==> src/rtl/seg_scan_if.sv <==
// Purpose : bundles the four digit patterns and the display-side outputs of the scan driver.
// Latency : wiring only, no logic.
// Backpressure: none; the display is a free-running sink with no ready signal.
//
// Ports/signals:
//   seg_seconds_units/tens, seg_minutes_units/tens : DISP-bit active-low patterns (master -> slave)
//   brightness                                     : 4-bit duty level, only with SEG_SCAN_BRIGHTNESS_EN
//   an, seg, digit_sel, frame_tick                 : registered display outputs (slave -> master)
// Modports: master = pattern source / display observer, slave = seg_scan_mux.
interface seg_scan_if #(
    parameter int DISP = 8
);
    logic [DISP-1:0] seg_seconds_units;
    logic [DISP-1:0] seg_seconds_tens;
    logic [DISP-1:0] seg_minutes_units;
    logic [DISP-1:0] seg_minutes_tens;
`ifdef SEG_SCAN_BRIGHTNESS_EN
    logic [3:0]      brightness;
`endif
    logic [3:0]      an;
    logic [DISP-1:0] seg;
    logic [1:0]      digit_sel;
    logic            frame_tick;

`ifdef SEG_SCAN_BRIGHTNESS_EN
    modport master (
        output seg_seconds_units, seg_seconds_tens, seg_minutes_units, seg_minutes_tens,
        output brightness,
        input  an, seg, digit_sel, frame_tick
    );
    modport slave (
        input  seg_seconds_units, seg_seconds_tens, seg_minutes_units, seg_minutes_tens,
        input  brightness,
        output an, seg, digit_sel, frame_tick
    );
`else
    modport master (
        output seg_seconds_units, seg_seconds_tens, seg_minutes_units, seg_minutes_tens,
        input  an, seg, digit_sel, frame_tick
    );
    modport slave (
        input  seg_seconds_units, seg_seconds_tens, seg_minutes_units, seg_minutes_tens,
        output an, seg, digit_sel, frame_tick
    );
`endif
endinterface

==> src/rtl/seg_scan_mux.sv <==
// Purpose : time-multiplexed 4-digit common-anode 7-segment driver with blanking dead time per slot.
// Latency : all outputs registered; they reflect the slot counter value held in the same cycle.
// Backpressure: none; scans continuously, patterns are sampled once per slot on entry to the ON phase.
//
// Ports:
//   clk  : the only clock
//   rst  : synchronous active-high reset
//   bus  : seg_scan_if.slave -- four digit patterns in; an/seg/digit_sel/frame_tick out
// Optional feature: define SEG_SCAN_BRIGHTNESS_EN to add bus.brightness and a 4-bit PWM gate on the anodes.
module seg_scan_mux #(
    parameter int DISP        = 8,
    parameter int REFRESH_DIV = 100000,
    parameter int DEAD_CYCLES = 1000
) (
    input  logic         clk,
    input  logic         rst,
    seg_scan_if.slave    bus
);
    localparam int              KW     = (REFRESH_DIV > 1) ? $clog2(REFRESH_DIV) : 1;
    localparam logic [KW-1:0]   K_LAST = KW'(REFRESH_DIV - 1);
    localparam logic [KW-1:0]   K_DEAD = KW'(DEAD_CYCLES);

    logic [KW-1:0]   k_q, k_d;
    logic [1:0]      idx_q, idx_d;
    logic [DISP-1:0] pat_q, pat_d;
    logic [3:0]      an_q, an_d;
    logic [DISP-1:0] seg_q, seg_d;
    logic            ft_q, ft_d;
    logic [DISP-1:0] pat_sel;
    logic            anode_en;
`ifdef SEG_SCAN_BRIGHTNESS_EN
    logic [3:0]      pwm_q, pwm_d;
`endif

    // Pattern for the digit that owns the upcoming slot.
    always_comb begin
        pat_sel = bus.seg_seconds_units;
        case (idx_d)
            2'd0: pat_sel = bus.seg_seconds_units;
            2'd1: pat_sel = bus.seg_seconds_tens;
            2'd2: pat_sel = bus.seg_minutes_units;
            2'd3: pat_sel = bus.seg_minutes_tens;
            default: pat_sel = bus.seg_seconds_units;
        endcase
    end

    always_comb begin
        k_d   = k_q + KW'(1);
        idx_d = idx_q;
        ft_d  = 1'b0;
        if (k_q == K_LAST) begin
            k_d   = '0;
            idx_d = idx_q + 2'd1;
            // Only a genuine 3->0 wrap marks a new frame; reset does not.
            ft_d  = (idx_q == 2'd3);
        end

        // Sample once on the edge entering ON; k_d==0 covers a zero dead time.
        pat_d = pat_q;
        if (k_d == K_DEAD) begin
            pat_d = pat_sel;
        end

`ifdef SEG_SCAN_BRIGHTNESS_EN
        pwm_d    = pwm_q + 4'd1;
        anode_en = (pwm_d <= bus.brightness);
`else
        anode_en = 1'b1;
`endif

        an_d  = 4'b1111;
        seg_d = '1;
        if (k_d >= K_DEAD) begin
            seg_d = pat_d;
            if (anode_en) begin
                an_d[idx_d] = 1'b0;
            end
        end
    end

    always_ff @(posedge clk) begin
        if (rst) begin
            k_q   <= '0;
            idx_q <= '0;
            // Preload digit 0 so a zero-dead-time build lights correctly in the first slot.
            pat_q <= bus.seg_seconds_units;
            an_q  <= 4'b1111;
            seg_q <= '1;
            ft_q  <= 1'b0;
`ifdef SEG_SCAN_BRIGHTNESS_EN
            pwm_q <= '0;
`endif
        end else begin
            k_q   <= k_d;
            idx_q <= idx_d;
            pat_q <= pat_d;
            an_q  <= an_d;
            seg_q <= seg_d;
            ft_q  <= ft_d;
`ifdef SEG_SCAN_BRIGHTNESS_EN
            pwm_q <= pwm_d;
`endif
        end
    end

    assign bus.an         = an_q;
    assign bus.seg        = seg_q;
    assign bus.digit_sel  = idx_q;
    assign bus.frame_tick = ft_q;
endmodule

==> src/flat_wrapper.sv <==
// flat-port wrapper written by rule: the top's interface ports become plain ports
module seg_scan_mux_flat 
#(
    parameter int DISP        = 8,
    parameter int REFRESH_DIV = 100000,
    parameter int DEAD_CYCLES = 1000
)
  (clk, rst, bus_seg_seconds_units, bus_seg_seconds_tens, bus_seg_minutes_units, bus_seg_minutes_tens, bus_an, bus_seg, bus_digit_sel, bus_frame_tick);
  seg_scan_if #(.DISP(DISP)) bus_i ();
  input  logic clk;
  input  logic rst;
  input wire logic [$bits(bus_i.seg_seconds_units)-1:0] bus_seg_seconds_units;
  input wire logic [$bits(bus_i.seg_seconds_tens)-1:0] bus_seg_seconds_tens;
  input wire logic [$bits(bus_i.seg_minutes_units)-1:0] bus_seg_minutes_units;
  input wire logic [$bits(bus_i.seg_minutes_tens)-1:0] bus_seg_minutes_tens;
  output wire logic [$bits(bus_i.an)-1:0] bus_an;
  output wire logic [$bits(bus_i.seg)-1:0] bus_seg;
  output wire logic [$bits(bus_i.digit_sel)-1:0] bus_digit_sel;
  output wire logic [$bits(bus_i.frame_tick)-1:0] bus_frame_tick;
  assign bus_i.seg_seconds_units = bus_seg_seconds_units;
  assign bus_i.seg_seconds_tens = bus_seg_seconds_tens;
  assign bus_i.seg_minutes_units = bus_seg_minutes_units;
  assign bus_i.seg_minutes_tens = bus_seg_minutes_tens;
  assign bus_an = bus_i.an;
  assign bus_seg = bus_i.seg;
  assign bus_digit_sel = bus_i.digit_sel;
  assign bus_frame_tick = bus_i.frame_tick;
  seg_scan_mux #(.DISP(DISP), .REFRESH_DIV(REFRESH_DIV), .DEAD_CYCLES(DEAD_CYCLES)) u_core (.clk(clk), .rst(rst), .bus(bus_i));
endmodule
==> config.mk <==
export PLATFORM = sky130hd
export DESIGN_NAME = seg_scan_mux_flat
export DESIGN_NICKNAME = d
export VERILOG_FILES = /design/src/rtl/seg_scan_if.sv /design/src/rtl/seg_scan_mux.sv /design/src/flat_wrapper.sv
export SDC_FILE = /design/constraint.sdc
export NUM_CORES = 1
export LEC_CHECK = 0
export ABC_AREA = 1
export BUFFER_PORTS_ARGS = -buffer_cell sky130_fd_sc_hd__buf_2
export CAP_MARGIN = 10
export CORE_MARGIN = 3
export CORE_UTILIZATION = 30
export CTS_BUF_LIST = sky130_fd_sc_hd__clkbuf_4
export DETAILED_ROUTE_END_ITERATION = 12
export PLACE_DENSITY = 0.59
export RECOVER_POWER = 100
export SYNTH_ARGS = -nofsm -noshare
export SYNTH_HDL_FRONTEND = slang
export SYNTH_SLANG_ARGS = --single-unit
==> constraint.sdc <==
create_clock -name clk -period 2.5 [get_ports clk]
set_input_delay 0.125 -clock clk [delete_from_list [all_inputs] [get_ports clk]]
set_output_delay 0.125 -clock clk [all_outputs]
set_load 0.01 [all_outputs]
==> summary.txt <==
Floorplan
  • Die Height: 93.7 µm
  • Core ar.: 7370 µm²
  • Initial Util: 31.3%
  • Std cell rows: 31
  • Die width: ~94 µm
  • Die ar.: ~9000 µm²
  • I/O pin total: 49

Clock network
  • Reg clk slew, reported paths: between 100 and 150 ps
  • CTS sink count: 40
  • Post-CTS setup repair buffer count: 0
  • Clk Latency, worst-skew pair: 350 ps
  • CTS tree: yes
  • Root Driver: clkbuf_4
  • CTS buffer count: 5
  • CTS max path bufs: 2
  • CTS H-tree lvls: 2

Synthesis
  • #FFs+latches synth: 40
  • Synthesized area: around 2300 µm²
  • Register area share after synthesis: 34.7%
  • Top_reg_cell synth: dfxtp_1
  • Syn Inst Count: 375
  • Post-synth top cells: 123 x nand2_1, 61 x nor2_1, 54 x nand3_1, 40 x dfxtp_1, 39 x inv_1
  • Syn avg cell area: 6.16 µm²
  • Cell variety after synth: 27
  • Syn_nets: 411
  • Share of flip-flops with an asynchronous set or reset: 0%
  • Ys Warns: 0
  • Post-synth top area share: a little over a third
  • Most frequent cell after synthesis: nand2_1
  • Number of synthesized flops with an enable pin: 0
  • Cell taking the most area after synthesis: dfxtp_1
  • Area contributors post-synth: dfxtp_1 35%, nand2_1 20%, nand3_1 12%

Worst setup path
  • Worst-path cell chain: ha_2 > nand2_1 > nor2_4 > nand3_1 > nand3_1 > nand2_1 > inv_2 > nand3_2 > nor2_4 > nand2_1 > nand3_1 > nand2_1
  • Crit Path Max Fanout: 8
  • CP dominant cell by count: nand2_1
  • FF-to-FF setup slack: 290 ps
  • Crit-path leading delay family: simple AND/OR/NAND/NOR gates
  • Reg2Reg Depth: 12
  • Reg2Reg Launch Point: u_core.k_q[0]
  • Worst Setup EP: u_core.pat_q[0]
  • Worst r2r dst: u_core.pat_q[0]
  • Arr. time, crit path: 2460 ps
  • CP Depth: 12
  • Critical Path Slowest Stage Cell: dfxtp_2
  • Worst Path Buf+Inv: 1
  • WP data required: 2750 ps
  • Slowest Stage Delay on Critical Path: 390 ps
  • Setup CP Type: reg2reg
  • Worst Setup End Kind: flop
  • Nature of the critical path startpoint: flop
  • Crit path launch: u_core.k_q[0]

STA
  • Slew at the pin with the worst max-slew slack: 488 ps
  • Setup violators final: 0
  • Slew headroom: 67.4%
  • Final Cycle Share: 88.2%
  • RSZ-0062 raised after global routing: false
  • Max Fclk: 453 MHz
  • Clock Skew: 16.3 ps
  • Final Hold Viols: 0
  • Final min period: 2210 ps
  • Setup TNS: 0 ps
  • Pins Over Slew Limit: 0

Finish
  • Nets: 467
  • # fillers: 844
  • Share of cells above drive strength 1: 15.0%
  • Ant diodes: 0
  • Area growth from synthesis to layout: 19.8%
  • Final Util: between 30% and 40%

Run
  • Maxcap violations: 0

Global routing
  • First-pass GRT wire length: 11000 µm
  • Initial antenna violation count: 0
  • Gr usage total: between 10% and 20%
  • Vias in the first global route: 2403
  • Largest net degree at the start of global routing: 24
  • Gr ovfl total: 0

Routing
  • Via count: about 2500
  • Routed wire length: ~6600 µm
  • Initial DRC count: about 160
  • Routed Antenna Nets: 0
  • Pre-antenna DRT Iters: 4
  • DRC violations left: 0
  • Via density: approximately 4.7
  • Post-DR wirelength/cell: 12.4 µm

Power and ir drop
  • Internal Power: 0.811 mW
  • Combinational power share: 9.3%
  • Clock share of power: 30.2%
  • Leakage: 1.25 nW
  • Psw: 0.282 mW
  • Net Sw Frac: 25.8%
  • Sequential power share: 60.5%
  • Power density over the cells: between 300 and 400 nW/µm²
  • Peak supply drop: 0.000263 V

Placed design
  • I/O Buffers: 48
  • HPWL after DPL: 5100 µm
  • GP Congestion: 0.870

Outcome
  • Outcome: finished clean

Min path
  • HP Class: in2reg
[layout make-up]
type | count | area [µm²] | share of cell area, %
clock inverter | 3 | 18.8 | 0.678
multi-input combinational | 284 | 1310 | 47.4
inverter | 42 | 158 | 5.70
tap | 99 | 124 | 4.48
clock buffer | 5 | 37.5 | 1.36
timing repair buffer | 58 | 317 | 11.4
sequential | 40 | 802 | 29.0
[registers in the layout, indices dropped and copies added (netlist names)]
name	count
u_core.pat_q	8
u_core.bus.frame_tick	1
u_core.bus.digit_sel	2
u_core.bus.an	4
u_core.bus.seg	8
u_core.k_q	17
[through the flow]
step	worst slack [ps]	cell area (µm²)	hold slack, ps	instances	power (mW)
3_3_place_gp	132	2640	338	515	0.766
4_1_cts	105	2780	202	531	1.12
2_1_floorplan	621	2310	231	375	0.727
5_1_grt	28.3	2770	215	531	1.16
3_5_place_dp	118	2640	341	515	0.768
6_report	294	2770	219	531	1.09
[per-layer routing]
layer,wire (µm),share of wire [%],GRT usage (%)
met1,3010,46,20.5
met2,3110,47,24.3
met3,306,4.7,2.96
met4,142,2.2,6.62
met5,0,0,0
[cell usage in the layout (no fill, tap or decap), drive strengths merged, types with 2 or more instances in the layout]
cell type and n:
ha 2, or2 2, clkinv 3, nor3 3
nor2 67, nand4 18, o21bai 2, dfxtp 40
clkbuf 20, nand3 56, o21ai 3, inv 42
dlygate4sd3 8, buf 35, nand2 127
[logic make-up after synthesis]
kind of cell	count (synthesis)	share of synthesized area [%]
adder cells (fa/ha/maj)	2	1.08
flip-flops	40	34.7
AO/OA/AOI/OAI	6	1.52
XOR/XNOR	2	0.759
buffers and inverters	51	8.99
AND/OR/NAND/NOR	274	53.0
[worst min-delay path by stage]
stage / from / endpoint / slack, ps / depth (start not counted)
after global placement: bus_seg_seconds_units[6] / u_core.pat_q[6] / 340 / 3
after CTS: rst / u_core.k_q[13] / 200 / 2
after global routing: rst / u_core.k_q[4] / 220 / 2
after detailed placement: bus_seg_seconds_units[3] / u_core.pat_q[3] / 340 / 3
final: rst / u_core.k_q[13] / 220 / 2
after floorplan: bus_seg_seconds_units[6] / u_core.pat_q[6] / 230 / 2
[timing repair]
action / CTS / global route
endpoints found under the hold margin: 8 / 0
gates resized for setup: 0 / 7
hold buffers: 8 / 0
setup endpoints to repair: 0 / 16
[power by group through the flow]
stage | Clock [mW] | Sequential [mW] | Combinational (mW)
global route | 0.376 | 0.664 | 0.115
detailed placement | 0 | 0.676 | 0.0922
finish | 0.330 | 0.661 | 0.102
floorplan | 0 | 0.674 | 0.0532
global placement | 0 | 0.675 | 0.0912
CTS | 0.352 | 0.661 | 0.102
Power figures use the tool's default switching activity.
